--- src/rtl/axis_cfg_arbiter_pkg.sv ---
// Shared definitions for the axis configuration arbiter: FSM state encodings
// and the default beat addresses that the axis block decodes as well.
package axis_cfg_arbiter_pkg;

  typedef enum logic [1:0] {
    ST_IDLE = 2'd0,
    ST_ADDR = 2'd1,
    ST_LEN  = 2'd2,
    ST_GO   = 2'd3
  } arb_state_e;

  localparam int DEF_CFG_ID_WR = 1;
  localparam int DEF_CFG_ID_RD = 2;
  localparam int DEF_CFG_ADDR  = 23;
  localparam int DEF_CFG_DATA  = 24;

endpackage

--- src/rtl/axis_cfg_rr_arb.sv ---
// Two-way round-robin picker; req[0] is the write requester, req[1] the read
// requester. The last-grant flag only moves when the caller says a grant counted.
module axis_cfg_rr_arb (
  input  logic       clk,
  input  logic       rst,
  input  logic [1:0] req,
  input  logic       advance,
  output logic [1:0] grant
);

  logic last_rd;

  // A tie goes to whoever was not served last; a lone request always wins.
  always_comb begin
    grant = req;
    if (req == 2'b11) begin
      grant = last_rd ? 2'b01 : 2'b10;
    end
  end

  always_ff @(posedge clk) begin
    if (rst) begin
      last_rd <= 1'b1;
    end else if (advance) begin
      last_rd <= grant[1];
    end
  end

endmodule

--- src/rtl/axis_cfg_arbiter.sv ---
// Turns write/read stream jobs and host beats into axis configuration beats.
// Define AXIS_CFG_ARB_STATS_EN to build the per-direction job counters.
module axis_cfg_arbiter
  import axis_cfg_arbiter_pkg::*;
#(
  parameter int CFG_ID_WR  = DEF_CFG_ID_WR,
  parameter int CFG_ID_RD  = DEF_CFG_ID_RD,
  parameter int CFG_ADDR   = DEF_CFG_ADDR,
  parameter int CFG_DATA   = DEF_CFG_DATA,
  parameter int CFG_AWIDTH = 5,
  parameter int CFG_DWIDTH = 32,
  parameter int STAT_WIDTH = 16
) (
  input  logic                  clk,
  input  logic                  rst,
  input  logic                  wr_cmd_valid,
  output logic                  wr_cmd_ready,
  input  logic [CFG_DWIDTH-1:0] wr_cmd_addr,
  input  logic [CFG_DWIDTH-1:0] wr_cmd_len,
  input  logic                  rd_cmd_valid,
  output logic                  rd_cmd_ready,
  input  logic [CFG_DWIDTH-1:0] rd_cmd_addr,
  input  logic [CFG_DWIDTH-1:0] rd_cmd_len,
  input  logic                  host_cfg_valid,
  output logic                  host_cfg_ready,
  input  logic [CFG_AWIDTH-1:0] host_cfg_addr,
  input  logic [CFG_DWIDTH-1:0] host_cfg_data,
  output logic [CFG_AWIDTH-1:0] cfg_addr,
  output logic [CFG_DWIDTH-1:0] cfg_data,
  output logic                  cfg_valid,
  output logic                  busy,
  output logic [STAT_WIDTH-1:0] wr_jobs,
  output logic [STAT_WIDTH-1:0] rd_jobs
);

  arb_state_e state, state_next;

  logic [1:0]            req, grant;
  logic                  host_take, accept, job_start;
  logic [CFG_DWIDTH-1:0] sel_addr, sel_len;
  logic [CFG_DWIDTH-1:0] job_addr, job_len;
  logic                  job_is_rd;
  logic [CFG_AWIDTH-1:0] cfg_addr_d;
  logic [CFG_DWIDTH-1:0] cfg_data_d;
  logic                  cfg_valid_d;

  // The host only gets in between sequences and then blocks both job requesters.
  assign host_take      = (state == ST_IDLE) && host_cfg_valid;
  assign req            = (state == ST_IDLE && !host_cfg_valid) ? {rd_cmd_valid, wr_cmd_valid} : 2'b00;
  assign host_cfg_ready = host_take;
  assign wr_cmd_ready   = grant[0];
  assign rd_cmd_ready   = grant[1];

  assign sel_addr  = grant[1] ? rd_cmd_addr : wr_cmd_addr;
  assign sel_len   = grant[1] ? rd_cmd_len  : wr_cmd_len;
  assign accept    = |grant;
  // Zero-length jobs are swallowed without touching the round-robin history.
  assign job_start = accept && (sel_len != '0);

  axis_cfg_rr_arb u_rr_arb (
    .clk     (clk),
    .rst     (rst),
    .req     (req),
    .advance (job_start),
    .grant   (grant)
  );

  always_ff @(posedge clk) begin
    if (rst) begin
      state <= ST_IDLE;
    end else begin
      state <= state_next;
    end
  end

  always_comb begin
    state_next = state;
    case (state)
      ST_IDLE: if (job_start) state_next = ST_ADDR;
      ST_ADDR: state_next = ST_LEN;
      ST_LEN:  state_next = ST_GO;
      ST_GO:   state_next = ST_IDLE;
      default: state_next = ST_IDLE;
    endcase
  end

  // Beat contents are chosen for the state being entered so they can be registered.
  always_comb begin
    cfg_valid_d = 1'b0;
    cfg_addr_d  = '0;
    cfg_data_d  = '0;
    case (state_next)
      ST_IDLE: begin
        if (host_take) begin
          cfg_valid_d = 1'b1;
          cfg_addr_d  = host_cfg_addr;
          cfg_data_d  = host_cfg_data;
        end
      end
      ST_ADDR: begin
        cfg_valid_d = 1'b1;
        cfg_addr_d  = CFG_AWIDTH'(CFG_ADDR);
        cfg_data_d  = sel_addr;
      end
      ST_LEN: begin
        cfg_valid_d = 1'b1;
        cfg_addr_d  = CFG_AWIDTH'(CFG_DATA);
        cfg_data_d  = job_len;
      end
      ST_GO: begin
        cfg_valid_d = 1'b1;
        cfg_addr_d  = job_is_rd ? CFG_AWIDTH'(CFG_ID_RD) : CFG_AWIDTH'(CFG_ID_WR);
      end
      default: begin
        cfg_valid_d = 1'b0;
      end
    endcase
  end

  always_ff @(posedge clk) begin
    if (rst) begin
      cfg_valid <= 1'b0;
      cfg_addr  <= '0;
      cfg_data  <= '0;
      busy      <= 1'b0;
    end else begin
      cfg_valid <= cfg_valid_d;
      cfg_addr  <= cfg_addr_d;
      cfg_data  <= cfg_data_d;
      busy      <= (state_next != ST_IDLE);
    end
  end

  always_ff @(posedge clk) begin
    if (rst) begin
      job_addr  <= '0;
      job_len   <= '0;
      job_is_rd <= 1'b0;
    end else if (job_start) begin
      job_addr  <= sel_addr;
      job_len   <= sel_len;
      job_is_rd <= grant[1];
    end
  end

`ifdef AXIS_CFG_ARB_STATS_EN
  logic [STAT_WIDTH-1:0] wr_cnt, rd_cnt;

  // Counted as the GO beat is issued, so an abandoned sequence never counts.
  always_ff @(posedge clk) begin
    if (rst) begin
      wr_cnt <= '0;
      rd_cnt <= '0;
    end else if (state_next == ST_GO) begin
      if (job_is_rd) begin
        rd_cnt <= rd_cnt + STAT_WIDTH'(1);
      end else begin
        wr_cnt <= wr_cnt + STAT_WIDTH'(1);
      end
    end
  end

  assign wr_jobs = wr_cnt;
  assign rd_jobs = rd_cnt;
`else
  assign wr_jobs = '0;
  assign rd_jobs = '0;
`endif

  logic unused_job_addr;
  assign unused_job_addr = ^job_addr;

endmodule

--- config.mk ---
export PLATFORM = sky130hd
export DESIGN_NAME = axis_cfg_arbiter
export DESIGN_NICKNAME = d
export VERILOG_FILES = /design/src/rtl/axis_cfg_arbiter_pkg.sv /design/src/rtl/axis_cfg_rr_arb.sv /design/src/rtl/axis_cfg_arbiter.sv
export SDC_FILE = /design/constraint.sdc
export NUM_CORES = 1
export LEC_CHECK = 0
export CAP_MARGIN = 30
export CORE_ASPECT_RATIO = 1.25
export CORE_MARGIN = 4
export CORE_UTILIZATION = 40
export CTS_CLUSTER_SIZE = 14
export DETAILED_ROUTE_END_ITERATION = 7
export PLACE_DENSITY = 0.95
export SLEW_MARGIN = 20
export SYNTH_ARGS = -nofsm -noshare
export SYNTH_HDL_FRONTEND = slang
export SYNTH_HIERARCHICAL = 1
export SYNTH_SLANG_ARGS = --single-unit
--- constraint.sdc ---
create_clock -name clk -period 7.25 [get_ports clk]
set_input_delay 1.45 -clock clk [delete_from_list [all_inputs] [get_ports clk]]
set_output_delay 1.45 -clock clk [all_outputs]
set_load 0.005 [all_outputs]
==> impl_results.md <==
* Gate power share at 47.6%
* CP Class: input port to primary output
* Final hold vios at 0
* FF+latch count, synth at 75
* Via count at 3806
* HPWL Detailed at 10100 um
* Initial Util at 41.6%
* Maximum number of pins on one net before global-route repair at 66
* GPL Wtd Cong at 0.757
* Routed met3 length at 1170 um
* Yosys cell types at 33
* Most common cell after layout, fill and taps aside: clkdlybuf4s50_1
* Max Slew Vio Count at 0
* Setup Fix Bufs, Post-CTS at 0
* Flop pwr share at 31.2%
* Normalized max-slew margin at 41.7%
* Required time worst endpoint at 5.80 ns
* Crit start category: input port
* Synth Area in XOR/XNOR at 0%
* Clock Latency Late Sink at 0.33 ns
* Ant diodes at 0
* Run status: completed
* Synth Instances at 399
* Compound-Gate Fraction of Synth Area at 18.9%
* Unrepaired setup endpoints after global routing: false
* First-pass GRT wire length at 19300 um
* Reg2reg end: cfg_data[0]$_SDFF_PP0_
* Least-Margin Pin Slew at 0.875 ns
* Simple-gate area share of the yosys netlist at 12.6%
* Core area at 9270 um^2
* Initial antenna violation count at 0
* Mux cell area share after synthesis at 16.9%
* Resize count post-CTS at 0
* Metal-1 WL at 4740 um
* Die Height at 118 um
* Root buffer cell: clkbuf_16
* Inserted Clock Buffers at 9
* Int Pwr at 1.39 mW
* Post-route DRC at 0
* IO Count at 244
* Hold/Removal Path Class: flop to flop
* CTS Sinks at 75
* Endpoint class of the critical path: primary output
* Avg Cell Area, Syn at 9.67 um^2
* Uppermost routed layer: met4
* FILL cells at 688
* CTS tree: built
* Cell row count at 39
* Maximum level of the CTS H-tree at 3
* Final net count at 772
* Die X-Extent at 95.9 um
* WL per Instance at 18.0 um
* Synth top area share at 38.9%
* Launching point of the worst reg2reg path: state[0]$_SDFF_PP0_
* Tcrit/Tclk final at 61.9%
* Total power at 2.07 mW
* First DRT Iteration DRCs at 127
* Fin Setup TNS at 0 ns
* Post-Route WL at 13100 um
* Largest cells by area after synthesis: dfxtp_1 (39%), mux2i_1 (17%), nor2_1 (6.5%), a211oi_1 (6.4%), buf_4 (6.2%)
* Reg2reg setup slack at 4.29 ns
* Leakage at 2.32 nW
* Switching Power at 0.689 mW
* Dpl cells at 707
* Area leader, netlist: dfxtp_1
* Layout Utilization at 67.3%
* Post-route ant nets at 0
* Clock Power Share at 21.2%
* Hold Startpoint: job_len[29]$_SDFFE_PP0P_
* Final setup fails at 0
* Most frequent cells in the layout: clkdlybuf4s50_1 (210), dfxtp_1 (75), nor2_1 (67), mux2i_1 (65), a211oi_1 (33)
* All-Layer GR Usage at 22.2%
* DR WL met2 at 6980 um
* Sequential fraction of the synthesis area at 38.9%
* Pwr/cell area at 333 nW/um^2
* Syn. warnings at 6
* Port Buf Inserts at 211
* CTS max path bufs at 2
* CP max FO at 3
* Worst Skew at 0.00588 ns
* Hold Path Depth at 1
* Post-layout minimum cycle time at 4.49 ns
* Fmax at 0.223 GHz
* Post-Synth Adder-Cell Area at 1.62%
* Hold-fix buffers at CTS at 0
* Critical Path AT at 3.04 ns
* Pre-antenna DRT Iters at 4
* Worst Hold Path EP: cfg_data[29]$_SDFF_PP0_
* Area delta synth->final at 61.6%
* Mapped cell area at 3860 um^2
* Switching fraction of total power at 33.2%
* Total die area at 11300 um^2
* Peak VDD IR at 0.256 mV
* Worst reg-to-reg path cell count at 10
* Clk slew on worst S/H paths at 0.06 ns
* Max-cap violations at 0
* Layout cells sized above 1 at 8.31%
* Via-to-Cell Ratio at 5.25
* Final Non-Filler Cells at 725
* Vias in the first global route at 3903
* Largest family of logic cells by synthesized area: compound AO/OA/AOI/OAI gates
* Min Hold Slack at 0.493 ns
* Remaining global-route overflow at 0
[flip-flops by register name (all words and copies together), names as in the netlist]
register / flops
cfg_addr: 5
job_len: 32
busy: 1
cfg_valid: 1
job_is_rd: 1
state: 2
cfg_data: 32
u_rr_arb/last_rd: 1
[worst max-delay path by stage]
stage | from | endpoint | slack, ns | cells after the start
after CTS | host_cfg_valid | wr_cmd_ready | 2.78 | 4
after floorplan | host_cfg_valid | rd_cmd_ready | 3.86 | 2
after global placement | wr_cmd_len[25] | cfg_data[23]$_SDFF_PP0_ | 2.67 | 7
after detailed placement | wr_cmd_len[25] | cfg_data[0]$_SDFF_PP0_ | 2.66 | 8
after global routing | host_cfg_valid | wr_cmd_ready | 2.68 | 4
final | host_cfg_valid | wr_cmd_ready | 2.76 | 4
[layer usage]
metal	up-vias	GRT usage [%]
met5	-	0
met4	0	9.43
met3	15	5.50
met2	195	41.3
met1	1778	22.6
li1	1818	-
[per-stage QoR]
stage	setup slack (ns)	area (um^2)
after global placement	2.67	5870
after global routing	2.68	6240
final	2.76	6240
after CTS	2.78	6190
after detailed placement	2.66	5890
after floorplan	3.86	3980
[logic make-up (layout without fill, tap and decap cells)]
kind of cell	count (synthesis)	in the layout
AND/OR/NAND/NOR	106	106
AO/OA/AOI/OAI	80	80
flip-flops	75	75
buffers and inverters	67	239
multiplexers	65	65
adder cells (fa/ha/maj)	5	5
other	1	32
[final cells by class]
| cell class | instances | area, um^2 | area share (%) |
|---|---|---|---|
| Timing Repair Buffer | 217 | 2200 | 35.2 |
| Multi-Input combinational cell | 288 | 2070 | 33.1 |
| Sequential cell | 75 | 1500 | 24.1 |
| Clock buffer | 11 | 243 | 3.89 |
| Tap cell | 123 | 154 | 2.47 |
| Clock inverter | 5 | 52.6 | 0.843 |
| Inverter | 6 | 22.5 | 0.361 |
[cell usage after synthesis]
cell type  count
a211o_1        1
a211oi_1      33
a21boi_0       1
a21boi_1       1
a21oi_1        5
a21oi_4        1
a221o_1       11
a221o_2       21
a221oi_1       3
and3b_1        2
buf_1          3
buf_2          5
buf_4         32
buf_6          6
clkbuf_1      15
conb_1         1
dfxtp_1       75
ha_1           5
inv_1          6
mux2i_1       65
nand2_1        6
nand2b_1       2
nand3b_1       1
nand4_1        4
nor2_1        67
nor2b_1        2
nor3_1         3
nor4_1        16
o211a_1        1
o21a_1         1
o311ai_4       1
or2_2          2
or3_4          1
[power by group through the flow]
stage / logic [mW] / registers, mW / clock network [mW]
after detailed placement: 0.975 / 0.655 / 0
after floorplan: 0.564 / 0.651 / 0
after global placement: 0.938 / 0.646 / 0
final: 0.988 / 0.646 / 0.440
after CTS: 0.983 / 0.646 / 0.449
after global routing: 1.08 / 0.660 / 0.465
[worst max-delay path, cell delays in order]
cell and delay, ns:
clkdlybuf4s50_1 0.43, and3b_1 0.29, a21boi_0 0.30, clkdlybuf4s50_1 0.57
Power figures use the tool's default switching activity.
